**src/rtl/cbf_pkg.sv**
```systemverilog
// Shared types for the counting Bloom filter update block:
// op codes, FSM state encoding and the default counter width.
package cbf_pkg;

  localparam int CTR_W_DEF = 8;

  typedef enum logic [1:0] {
    OP_QUERY  = 2'b00,
    OP_INSERT = 2'b01,
    OP_DELETE = 2'b10,
    OP_CLEAR  = 2'b11
  } op_e;

  typedef enum logic [1:0] {
    S_IDLE  = 2'b00,
    S_STEP0 = 2'b01,
    S_STEP1 = 2'b10,
    S_RESP  = 2'b11
  } state_e;

endpackage

```
**src/rtl/cbf_ctr_step.sv**
```systemverilog
// One saturating counter update step.
// Ports: i_value/i_op in; o_next, o_is_zero, o_is_full out.
module cbf_ctr_step
  import cbf_pkg::*;
#(
  parameter int CTR_W = CTR_W_DEF
) (
  input  logic [CTR_W-1:0] i_value,
  input  op_e              i_op,
  output logic [CTR_W-1:0] o_next,
  output logic             o_is_zero,
  output logic             o_is_full
);

  logic w_zero;
  logic w_full;

  // OR-tree zero detect, AND-tree all-ones detect
  assign w_zero    = ~(|i_value);
  assign w_full    = &i_value;
  assign o_is_zero = w_zero;
  assign o_is_full = w_full;

  always_comb begin
    o_next = i_value;
    unique case (i_op)
      OP_INSERT: if (!w_full) o_next = i_value + 1'b1;
      OP_DELETE: if (!w_zero) o_next = i_value - 1'b1;
      default:   o_next = i_value;
    endcase
  end

endmodule

```
**src/rtl/counting_bloom_update.sv**
```systemverilog
// Counting Bloom filter bank: query/insert/delete/clear on two
// hash indices, one index per step. Optional macro CBF_SAT_STATS_EN
// enables the saturation event counter on sat_count.
// Ports: clk, rst (sync, high); req_valid/req_ready/req_op/
// req_idx0/req_idx1 in; resp_valid/resp_hit/resp_sat/sat_count out.
module counting_bloom_update
  import cbf_pkg::*;
#(
  parameter int NUM_CTR = 16,
  parameter int CTR_W   = CTR_W_DEF,
  localparam int IDX_W  = $clog2(NUM_CTR)
) (
  input  logic             clk,
  input  logic             rst,
  input  logic             req_valid,
  output logic             req_ready,
  input  logic [1:0]       req_op,
  input  logic [IDX_W-1:0] req_idx0,
  input  logic [IDX_W-1:0] req_idx1,
  output logic             resp_valid,
  output logic             resp_hit,
  output logic             resp_sat,
  output logic [15:0]      sat_count
);

  state_e           r_state;
  state_e           w_next;
  op_e              r_op;
  logic [IDX_W-1:0] r_idx0;
  logic [IDX_W-1:0] r_idx1;
  logic [CTR_W-1:0] r_ctr [NUM_CTR];
  logic             r_nz0;
  logic             r_sat;
  logic             r_hit;
  logic             r_resp_sat;

  logic [IDX_W-1:0] w_sel;
  logic [CTR_W-1:0] w_cur;
  logic [CTR_W-1:0] w_nxt;
  logic             w_zero;
  logic             w_full;
  logic             w_step_sat;
  logic             w_resp_sat;

  // State register
  always_ff @(posedge clk) begin
    if (rst) r_state <= S_IDLE;
    else     r_state <= w_next;
  end

  // Next-state logic
  always_comb begin
    w_next = r_state;
    unique case (r_state)
      S_IDLE:  if (req_valid) w_next = S_STEP0;
      S_STEP0: w_next = S_STEP1;
      S_STEP1: w_next = S_RESP;
      S_RESP:  w_next = S_IDLE;
      default: w_next = S_IDLE;
    endcase
  end

  // Outputs
  always_comb begin
    req_ready  = (r_state == S_IDLE);
    resp_valid = (r_state == S_RESP);
  end

  // One shared step unit; STEP1 reads the array after the
  // STEP0 write, so idx0==idx1 applies the op twice.
  assign w_sel = (r_state == S_STEP1) ? r_idx1 : r_idx0;
  assign w_cur = r_ctr[w_sel];

  cbf_ctr_step #(.CTR_W(CTR_W)) u_step (
    .i_value   (w_cur),
    .i_op      (r_op),
    .o_next    (w_nxt),
    .o_is_zero (w_zero),
    .o_is_full (w_full)
  );

  assign w_step_sat = ((r_op == OP_INSERT) && w_full) ||
                      ((r_op == OP_DELETE) && w_zero);
  assign w_resp_sat = r_sat | w_step_sat;

  always_ff @(posedge clk) begin
    if (rst) begin
      for (int i = 0; i < NUM_CTR; i++) r_ctr[i] <= '0;
      r_op       <= OP_QUERY;
      r_idx0     <= '0;
      r_idx1     <= '0;
      r_nz0      <= 1'b0;
      r_sat      <= 1'b0;
      r_hit      <= 1'b0;
      r_resp_sat <= 1'b0;
    end else begin
      unique case (r_state)
        S_IDLE: begin
          if (req_valid) begin
            r_op   <= op_e'(req_op);
            r_idx0 <= req_idx0;
            r_idx1 <= req_idx1;
            r_sat  <= 1'b0;
          end
        end
        S_STEP0: begin
          if (r_op == OP_CLEAR) begin
            for (int i = 0; i < NUM_CTR; i++) r_ctr[i] <= '0;
          end else begin
            r_ctr[w_sel] <= w_nxt;
          end
          r_nz0 <= ~w_zero;
          r_sat <= w_step_sat;
        end
        S_STEP1: begin
          if (r_op != OP_CLEAR) r_ctr[w_sel] <= w_nxt;
          r_hit      <= (r_op == OP_QUERY) && r_nz0 && !w_zero;
          r_resp_sat <= w_resp_sat;
        end
        default: ;
      endcase
    end
  end

  assign resp_hit = r_hit;
  assign resp_sat = r_resp_sat;

`ifdef CBF_SAT_STATS_EN
  logic [15:0] r_sat_cnt;

  // Counted on the STEP1->RESP edge, so it is current during RESP
  always_ff @(posedge clk) begin
    if (rst) begin
      r_sat_cnt <= '0;
    end else if ((r_state == S_STEP1) && w_resp_sat &&
                 (r_sat_cnt != 16'hFFFF)) begin
      r_sat_cnt <= r_sat_cnt + 16'd1;
    end
  end

  assign sat_count = r_sat_cnt;
`else
  assign sat_count = '0;
`endif

endmodule

```
**config.mk**
```make
export PLATFORM = sky130hd
export DESIGN_NAME = counting_bloom_update
export DESIGN_NICKNAME = d
export VERILOG_FILES = /design/src/rtl/cbf_pkg.sv /design/src/rtl/cbf_ctr_step.sv /design/src/rtl/counting_bloom_update.sv
export SDC_FILE = /design/constraint.sdc
export NUM_CORES = 1
export LEC_CHECK = 0
export ABC_AREA = 1
export CAP_MARGIN = 20
export CORE_ASPECT_RATIO = 0.75
export CORE_MARGIN = 5
export CORE_UTILIZATION = 50
export CTS_CLUSTER_DIAMETER = 80
export DETAILED_ROUTE_END_ITERATION = 8
export GPL_ROUTABILITY_DRIVEN = 0
export PLACE_DENSITY_LB_ADDON = 0.08
export SETUP_SLACK_MARGIN = 0.2
export SYNTH_ARGS = -nofsm -noshare
export SYNTH_HDL_FRONTEND = slang
export SYNTH_HIERARCHICAL = 1
export SYNTH_SLANG_ARGS = --single-unit
export TNS_END_PERCENT = 5
```
**constraint.sdc**
```tcl
create_clock -name clk -period 7.43 [get_ports clk]
set_input_delay 1.486 -clock clk [delete_from_list [all_inputs] [get_ports clk]]
set_output_delay 1.486 -clock clk [all_outputs]
set_load 0.05 [all_outputs]
```
# Yosys cells after proc, flatten, opt, wreduce, memory -nomap -nowiden

Memory sizes are Yosys's and may differ from the RTL's.
Cells that the tools add are included.

Register bits: 16
Bits in writable memories: 128
Bits of input ports: 13
Output and inout bits: 20
Logic and storage cells: 93
Memories: 1

Add/subtract/negate cells: 2
Equal/unequal tests: 8
Multiplexer cells: 42
Bitwise operators: 19
Reductions and logical operators: 13

Memories:

| name  | depth | bits a word | read ports | clocked after memory_dff | write ports | RTL line                    | source |
|---|---|---|---|---|---|---|---|
| r_ctr | 16    | 8           | 1          | 0                        | 16          | counting_bloom_update.sv:31 | `logic [CTR_W-1:0] r_ctr [NUM_CTR];` |

Operator list:

| operator                                                            | number |
|---|---|
| 8-bit 2-to-1 mux                                                    | 20 |
| 1-bit OR                                                            | 18 |
| 1-bit 2-to-1 mux                                                    | 16 |
| 8-bit one-hot mux with 2 select lines                               | 1 |
| 8-bit OR reduction                                                  | 2 |
| 8-bit by 1-bit adder with 8-bit output (second input constant)      | 1 |
| 2-bit == test (second input constant)                               | 4 |
| 4-bit 2-to-1 mux                                                    | 2 |
| 2-bit one-hot mux with 4 select lines                               | 1 |
| 8-bit AND reduction                                                 | 1 |
| 8-bit by 1-bit subtractor with 8-bit output (second input constant) | 1 |
| 2-bit by 1-bit == test with 1-bit output (second input constant)    | 2 |
| 1-bit logical AND                                                   | 4 |
| 2-bit logical NOT                                                   | 2 |
| 2-bit != test (second input constant)                               | 2 |
| 2-bit AND reduction                                                 | 2 |
| 2-bit 2-to-1 mux                                                    | 1 |
| 1-bit one-hot mux with 2 select lines                               | 1 |
| 2-bit nonzero test                                                  | 1 |
| 1-bit logical OR                                                    | 1 |
| 1-bit NOT                                                           | 1 |

# Logic depth before layout (Yosys ltp)

Gate-level depths: netlist (run 1).

Depth after elaboration: 8
Gate-level depth with buffers: 28
Depth with buffers taken out: 25

# By module

Netlist (run 1), hierarchy kept.

Modules (own cells, without submodules):

| module                | times used | cells an instance | area each (um^2) | sequential area each (um^2) |
|---|---|---|---|---|
| counting_bloom_update | 1          | 819               | 7146.9           | 4164.0 |
| cbf_ctr_step          | 1          | 126               | 673.1            | 0.0 |

# Worst setup path after synthesis (run 1)

OpenSTA, ideal clock, no wires.

Path type: register to register
Start point: register r_state[0]
End point: memory r_ctr[0][0] (netlist bit), data pin
Library setup time: 266 ps
Arrival: 3024 ps
Required time: 7164 ps
Path slack: 4140 ps
Stages on the path, launching flop included: 27
Buffers on the path: 3
Clock period less this slack: 3290 ps
Cells stage by stage: dfxtp_1 inv_1 ha_1 inv_2 nand2_1 nand2_1 buf_6 buf_2 nand2_1 nand2_1 nand2_1 nand2_1 nand2_1 nand2_1 inv_1 nand2_1 ha_1 nand2_2 nor2_4 nand4_4 nand2_1 nand2_1 nand3_1 nand2_1 inv_1 clkbuf_1 nor2_1

RTL lines:

| element                | RTL line                    | source |
|---|---|---|
| from (decl)            | counting_bloom_update.sv:26 | `state_e r_state;` |
| from (signal assigned) | counting_bloom_update.sv:48 | `else r_state <= w_next;` |
| to (decl)              | counting_bloom_update.sv:31 |  |

==> results of run 1 <==
[cells in the mapped netlist, types with 10 or more instances]
library cell / number
nand2_1: 362
nor2_1: 154
edfxtp_1: 128
nand3_1: 76
inv_1: 52
buf_4: 19
o21ai_0: 19
buf_2: 17
dfxtp_1: 16
nand2_4: 14
clkbuf_1: 13
a21oi_1: 11
ha_1: 10
[critical path, stage by stage (launching register included)]
cell and delay, ns:
dfxtp_1 0.33, inv_1 0.13, ha_1 0.32, inv_2 0.12, nand2_1 0.08, buf_4 0.48
nand2_2 0.55, buf_12 0.34, nand2_1 0.08, nand2_1 0.05, nand2_1 0.05, nand2_1 0.07
nand2_1 0.08, nand2_1 0.09, inv_1 0.07, nand2_1 0.11, inv_1 0.16, ha_1 0.19
nand3_2 0.10, nor2_4 0.24, nor2_8 0.07, nand3_1 0.07, nand2_1 0.05, nand2_1 0.05
nand2_1 0.05, inv_1 0.59, nor2_1 0.13
[worst paths after layout]
path / from / to / slack (ns) / depth (start not counted)
max: r_state[0]$_SDFFE_PP0P_ / r_ctr[2][6]$_SDFFCE_PN0P_ / 2.42 / 26
min: resp_hit$_SDFFE_PP0N_ / resp_hit$_SDFFE_PP0N_ / 0.48 / 2
max reg2reg: r_state[0]$_SDFFE_PP0P_ / r_ctr[2][6]$_SDFFCE_PN0P_ / 2.42 / 26
min reg2reg: resp_hit$_SDFFE_PP0N_ / resp_hit$_SDFFE_PP0N_ / 0.48 / 2
[through the flow]
step	setup slack (ns)	cell area, sq um
6_report	2.42	8630
5_1_grt	1.95	8630
4_1_cts	2.46	8610
3_5_place_dp	2.48	8000
2_1_floorplan	4.14	7880
3_3_place_gp	2.44	7980
[layer usage]
metal / GRT usage [%] / wire length, microns / share of wire, %
met5: 0 / 0 / 0
met4: 6.07 / 235 / 1.2
met3: 4.97 / 1260 / 6.5
met2: 32.7 / 8860 / 46
met1: 31.4 / 8920 / 46
[registers in the layout, summed over array words and instances, names as in the netlist]
| register | cells |
|---|---|
| r_sat | 1 |
| resp_hit | 1 |
| r_op | 2 |
| resp_sat | 1 |
| r_ctr | 128 |
| r_state | 2 |
| r_idx1 | 4 |
| r_nz0 | 1 |
| r_idx0 | 4 |
[layout make-up]
cell class / count / area (sq um) / area share [%]
Sequential cell: 144 / 4160 / 48.2
Multi-Input combinational cell: 701 / 3180 / 36.8
Clock inverter: 15 / 186 / 2.16
Timing Repair Buffer: 21 / 214 / 2.48
Inverter: 56 / 210 / 2.43
Clock buffer: 17 / 425 / 4.93
Tap cell: 205 / 256 / 2.97
[report_power, final]
group | internal, mW | switching [mW] | total (mW)
Sequential | 0.980 | 0.0391 | 1.02
Combinational | 0.399 | 1.41 | 1.80
Clock | 0.531 | 0.345 | 0.876
Total | 1.91 | 1.79 | 3.70
[cells by family after synthesis]
family,count (synthesis),synth area share [%]
AND/OR/NAND/NOR,633,34.9
flip-flops,144,53.2
buffers and inverters,115,6.99
AO/OA/AOI/OAI,40,2.98
adder cells (fa/ha/maj),10,1.60
XOR/XNOR,2,0.224
other,1,0.0480
==> flow_metrics.py, run 1 <==
metrics = {
    "clock_tree": {
        "clock-root-buffer": "clkbuf_16",
        "cts_made_buffers": 17,
        "clk_path_buf_depth": 2,
        "cts-htree-levels": 4,
        "cts_repair_resize_count": 0,
        "cts_tree": "done",
        "clk_latency_ns": 0.43,
        "postCtsHoldBufs": 0,
        "cts_sinks": 144,
        "postCtsSetupBuffers": 0,
        "clk_pin_slew_ns": 0.06,
    },
    "finish": {
        "post-route-util_pct": 56.5,
        "layout-drive-gt1-share_pct": 8.81,
        "most-common-layout-cells": "nand2_1 (360), nor2_1 (154), edfxtp_1 (128)",
        "fin_nets": 964,
        "fin_cells": 1159,
        "nFillCells": 1403,
        "antenna_cells": 0,
        "areaGrowthSynthToFinish_pct": 10.4,
        "final_common_cell": "nand2_1",
    },
    "logic_synthesis": {
        "postSynthCellCount": 945,
        "synth_flop_cell": "edfxtp_1",
        "synth_edf_count": 128,
        "synth_area_leaders": "edfxtp_1 (49%), nand2_1 (17%), nor2_1 (7.4%)",
        "yosysTopAreaCellShare_pct": 49.2,
        "synthesis.area_sq_um": 7820,
        "yosysSeqAreaShare_pct": 53.2,
        "post-synth-top-area-cell": "edfxtp_1",
        "ys_ff_latch": 144,
        "avgSynthCellArea_sq_um": 8.28,
        "synthDistinctLibCells": 36,
        "yosysWarningCount": 6,
        "synth-async-reset-ratio_pct": 0,
    },
    "worst_setup_path": {
        "cp-end-kind": "flip-flop",
        "worstPathArrival_ns": 5.15,
        "cp_data_required_time_ns": 7.57,
        "start_kind": "flip-flop",
        "critPathKind": "flip-flop to flip-flop",
        "cp_max_fo": 57,
    },
    "grt": {
        "grt_max_degree": 58,
        "track_usage_pct": 21.6,
        "grt.overflow.total": 0,
        "antenna_found_initial": 0,
        "grt_pass1_wl_microns": 31100,
        "grt_pass1_vias": 5975,
    },
    "placement": {
        "port_buffers": 16,
        "placedCellCount": 1125,
        "hpwl_microns": 12600,
    },
    "timing": {
        "finalSetupTns_ns": 0,
        "whs_ns": 0.479,
        "rsz0062_at_grt": "false",
        "setup_viol_count_final": 0,
        "tightest_slew_ns": 1.02,
        "post-route-period-util_pct": 67.4,
        "report.final.slew_viol_count": 0,
        "finClkSkew_ns": 0.00859,
        "max_slew_margin_pct": 32.0,
        "hold_viol": 0,
        "fin_crit_ns": 5.01,
        "clock.fmax_mhz": 200,
    },
    "route": {
        "avgRoutedWirePerCell_microns": 16.6,
        "via_count": 6136,
        "dr.pass1.iters": 5,
        "drt_iter0_drc": 594,
        "drt_wl_total_microns": 19300,
        "drc_errors": 0,
        "postRouteAntennaNets": 0,
        "vias_per_cell": 5.29,
    },
    "power": {
        "ir_worst_vdd_mv": 0.274,
        "power_density_nw_per_um2": 429,
        "p_total_mw": 3.70,
        "total_leakage_power_nw": 3.85,
    },
    "outcome": {
        "status": "finished clean",
    },
    "floorplan": {
        "initial_core_util_pct": 51.2,
        "rows": 39,
        "die_h_microns": 118,
        "core_sq_um": 15300,
        "die_w_microns": 154,
        "ioPinCount": 33,
        "fp.dieArea_sq_um": 18300,
    },
    "min_path": {
        "hp-class": "flip-flop to flip-flop",
    },
    "job": {
        "cap_violations": 0,
    },
}
No activity file was read; power rests on OpenSTA's default activity.
==> run 2, diff against run 1 <==
==> constraint.sdc (replaced) <==
create_clock -name clk -period 4.6 [get_ports clk]
set_input_delay 0.92 -clock clk [delete_from_list [all_inputs] [get_ports clk]]
set_output_delay 0.92 -clock clk [all_outputs]
set_load 0.05 [all_outputs]
==> run 2 against run 1 <==
Effect of this change: via count increased by 1.5%; maximum frequency is 24% higher; first-iteration DRC count grew 14%; clock-buffer cell count increased by 4; non-clock buffer count is 12 higher; final area is 0.67% higher; global-route usage increased by 0.73 points; combinational power grew 73%; clock power is 54% higher; critical endpoint is now r_ctr[11][0]$_SDFFCE_PN0P_; largest cell class unchanged; highest routed layer unchanged.
==> flow_metrics.py, run 2 (same netlist as run 1, synthesis figures left out) <==
metrics = {
    "floorplan": {
        "initial_core_util_pct": 51.2,
        "die_w_microns": 154,
        "core_sq_um": 15300,
        "fp.dieArea_sq_um": 18300,
        "ioPinCount": 33,
        "die_h_microns": 118,
        "rows": 39,
    },
    "timing": {
        "fin_crit_ns": 4.04,
        "post-route-period-util_pct": 87.7,
        "tightest_slew_ns": 0.966,
        "setup_viol_count_final": 0,
        "finalSetupTns_ns": 0,
        "finClkSkew_ns": 0.00851,
        "report.final.slew_viol_count": 0,
        "rsz0062_at_grt": "false",
        "hold_viol": 0,
        "clock.fmax_mhz": 248,
        "max_slew_margin_pct": 35.3,
    },
    "worst_setup_path": {
        "worstPathArrival_ns": 4.30,
        "cp_data_required_time_ns": 4.87,
        "start_kind": "flip-flop",
        "cp_max_fo": 45,
        "cp-end-kind": "flip-flop",
        "cp_slowest_cell": "buf_4",
        "cp-startpoint": "r_state[0]$_SDFFE_PP0P_",
        "rr_startpoint": "r_state[0]$_SDFFE_PP0P_",
        "critPathKind": "flip-flop to flip-flop",
        "path_common_cell": "nand2_1",
        "max_stage_delay_ns": 0.49,
        "cp_cell_sequence": "inv_1, ha_1, nand2_2, buf_4, nand3_1, nand2_1, nand2_1, nand2_1, nand2_1, nand2_1, inv_1, nand2_1, nand2_2, nor2_4, nand4_4, o21ai_2, nand2_1, nand2_1, clkinvlp_4, nor2_1",
    },
    "route": {
        "postRouteAntennaNets": 0,
        "via_count": 6226,
        "drt_wl_total_microns": 19900,
        "dr.pass1.iters": 6,
        "drc_errors": 0,
        "avgRoutedWirePerCell_microns": 17.0,
        "drt_iter0_drc": 675,
        "vias_per_cell": 5.32,
    },
    "finish": {
        "nFillCells": 1392,
        "fin_nets": 976,
        "most-common-layout-cells": "nand2_1 (360), nor2_1 (154), edfxtp_1 (128)",
        "final_common_cell": "nand2_1",
        "antenna_cells": 0,
        "reg_top3": "r_ctr (128), r_idx0 (4), r_idx1 (4)",
        "layout-drive-gt1-share_pct": 9.83,
        "largest_reg_flops": 128,
        "areaGrowthSynthToFinish_pct": 11.1,
        "regMostFlops": "r_ctr",
    },
    "power": {
        "ir_worst_vdd_mv": 0.377,
        "p_total_mw": 6.11,
        "power_density_nw_per_um2": 703,
        "total_leakage_power_nw": 3.91,
    },
    "clock_tree": {
        "cts_tree": "done",
        "clk_pin_slew_ns": 0.06,
        "clock-root-buffer": "clkbuf_16",
        "postCtsHoldBufs": 0,
        "postCtsSetupBuffers": 0,
        "cts_repair_resize_count": 0,
        "cts_sinks": 144,
        "clk_path_buf_depth": 2,
        "cts-htree-levels": 4,
        "cts_made_buffers": 17,
        "clk_latency_ns": 0.43,
    },
    "grt": {
        "grt.overflow.total": 0,
        "track_usage_pct": 22.4,
        "grt_pass1_wl_microns": 31800,
        "antenna_found_initial": 0,
        "grt_max_degree": 59,
        "grt_pass1_vias": 6098,
    },
    "outcome": {
        "status": "finished clean",
    },
    "min_path": {
        "hold_start": "resp_hit$_SDFFE_PP0N_",
        "hp-class": "flip-flop to flip-flop",
    },
    "placement": {
        "port_buffers": 16,
        "hpwl_microns": 13000,
    },
    "job": {
        "cap_violations": 0,
    },
}
## run 2: cell count changes in the layout (fill, tap and decap cells not counted), sizes merged
cell      before  now
clkinv         2    8
inv           59   55
clkinvlp       7    2
bufinv         3    2
buf            5   17
clkbuf        17   21
## run 2: worst paths after layout
| check | endpoint | depth (start not counted) | slack (ns) |
|---|---|---|---|
| worst min-delay path | resp_hit$_SDFFE_PP0N_ | 2 | 0.48 |
| worst min register to register | resp_hit$_SDFFE_PP0N_ | 2 | 0.48 |
| worst max-delay path | r_ctr[11][0]$_SDFFCE_PN0P_ | 20 | 0.56 |
| worst max register to register | r_ctr[11][0]$_SDFFCE_PN0P_ | 20 | 0.56 |
## run 2: cell type report
type | instances | area, sq um | share of cell area [%]
Clock buffer | 21 | 460 | 5.30
Clock inverter | 11 | 115 | 1.32
Inverter | 56 | 214 | 2.46
Multi-Input combinational cell | 701 | 3180 | 36.6
Sequential cell | 144 | 4160 | 47.9
Tap cell | 205 | 256 | 2.95
Timing Repair Buffer | 33 | 304 | 3.50
## run 2: critical path: cells and delay by family (launching register included)
kind	cells	cell delay, ns
AND/OR/NAND/NOR	14	1.99
buffers and inverters	4	0.99
flip-flops	1	0.36
adder cells (fa/ha/maj)	1	0.30
AO/OA/AOI/OAI	1	0.20
## run 2: power by group
part	leakage (nW)	internal, mW	switching, mW
clock network	0.286	0.822	0.527
logic	2.17	0.761	2.35
registers	1.46	1.58	0.0686
## run 2: metal layers
layer  routed length (microns)  up-vias  GRT usage (%)
met5                         0        -              0
met4                       389        0           8.38
met3                      1420       39           5.01
met2                      8850      248           33.7
met1                      9250     2920           31.8
li1                          -     3019              -
## run 2: through the flow
step                      instance area (sq um)  worst slack [ns]  hold WS, ns  std cells  util, %
after global placement                     8110             0.669        0.456       1139     53.1
after CTS                                  8680             0.516        0.481       1171     56.9
after global routing                       8690             0.207        0.503       1171     56.9
after floorplan                            7880              1.31        0.444        960        -
after detailed placement                   8110             0.573        0.467       1139     53.1
final                                      8690             0.564        0.480       1171     56.9
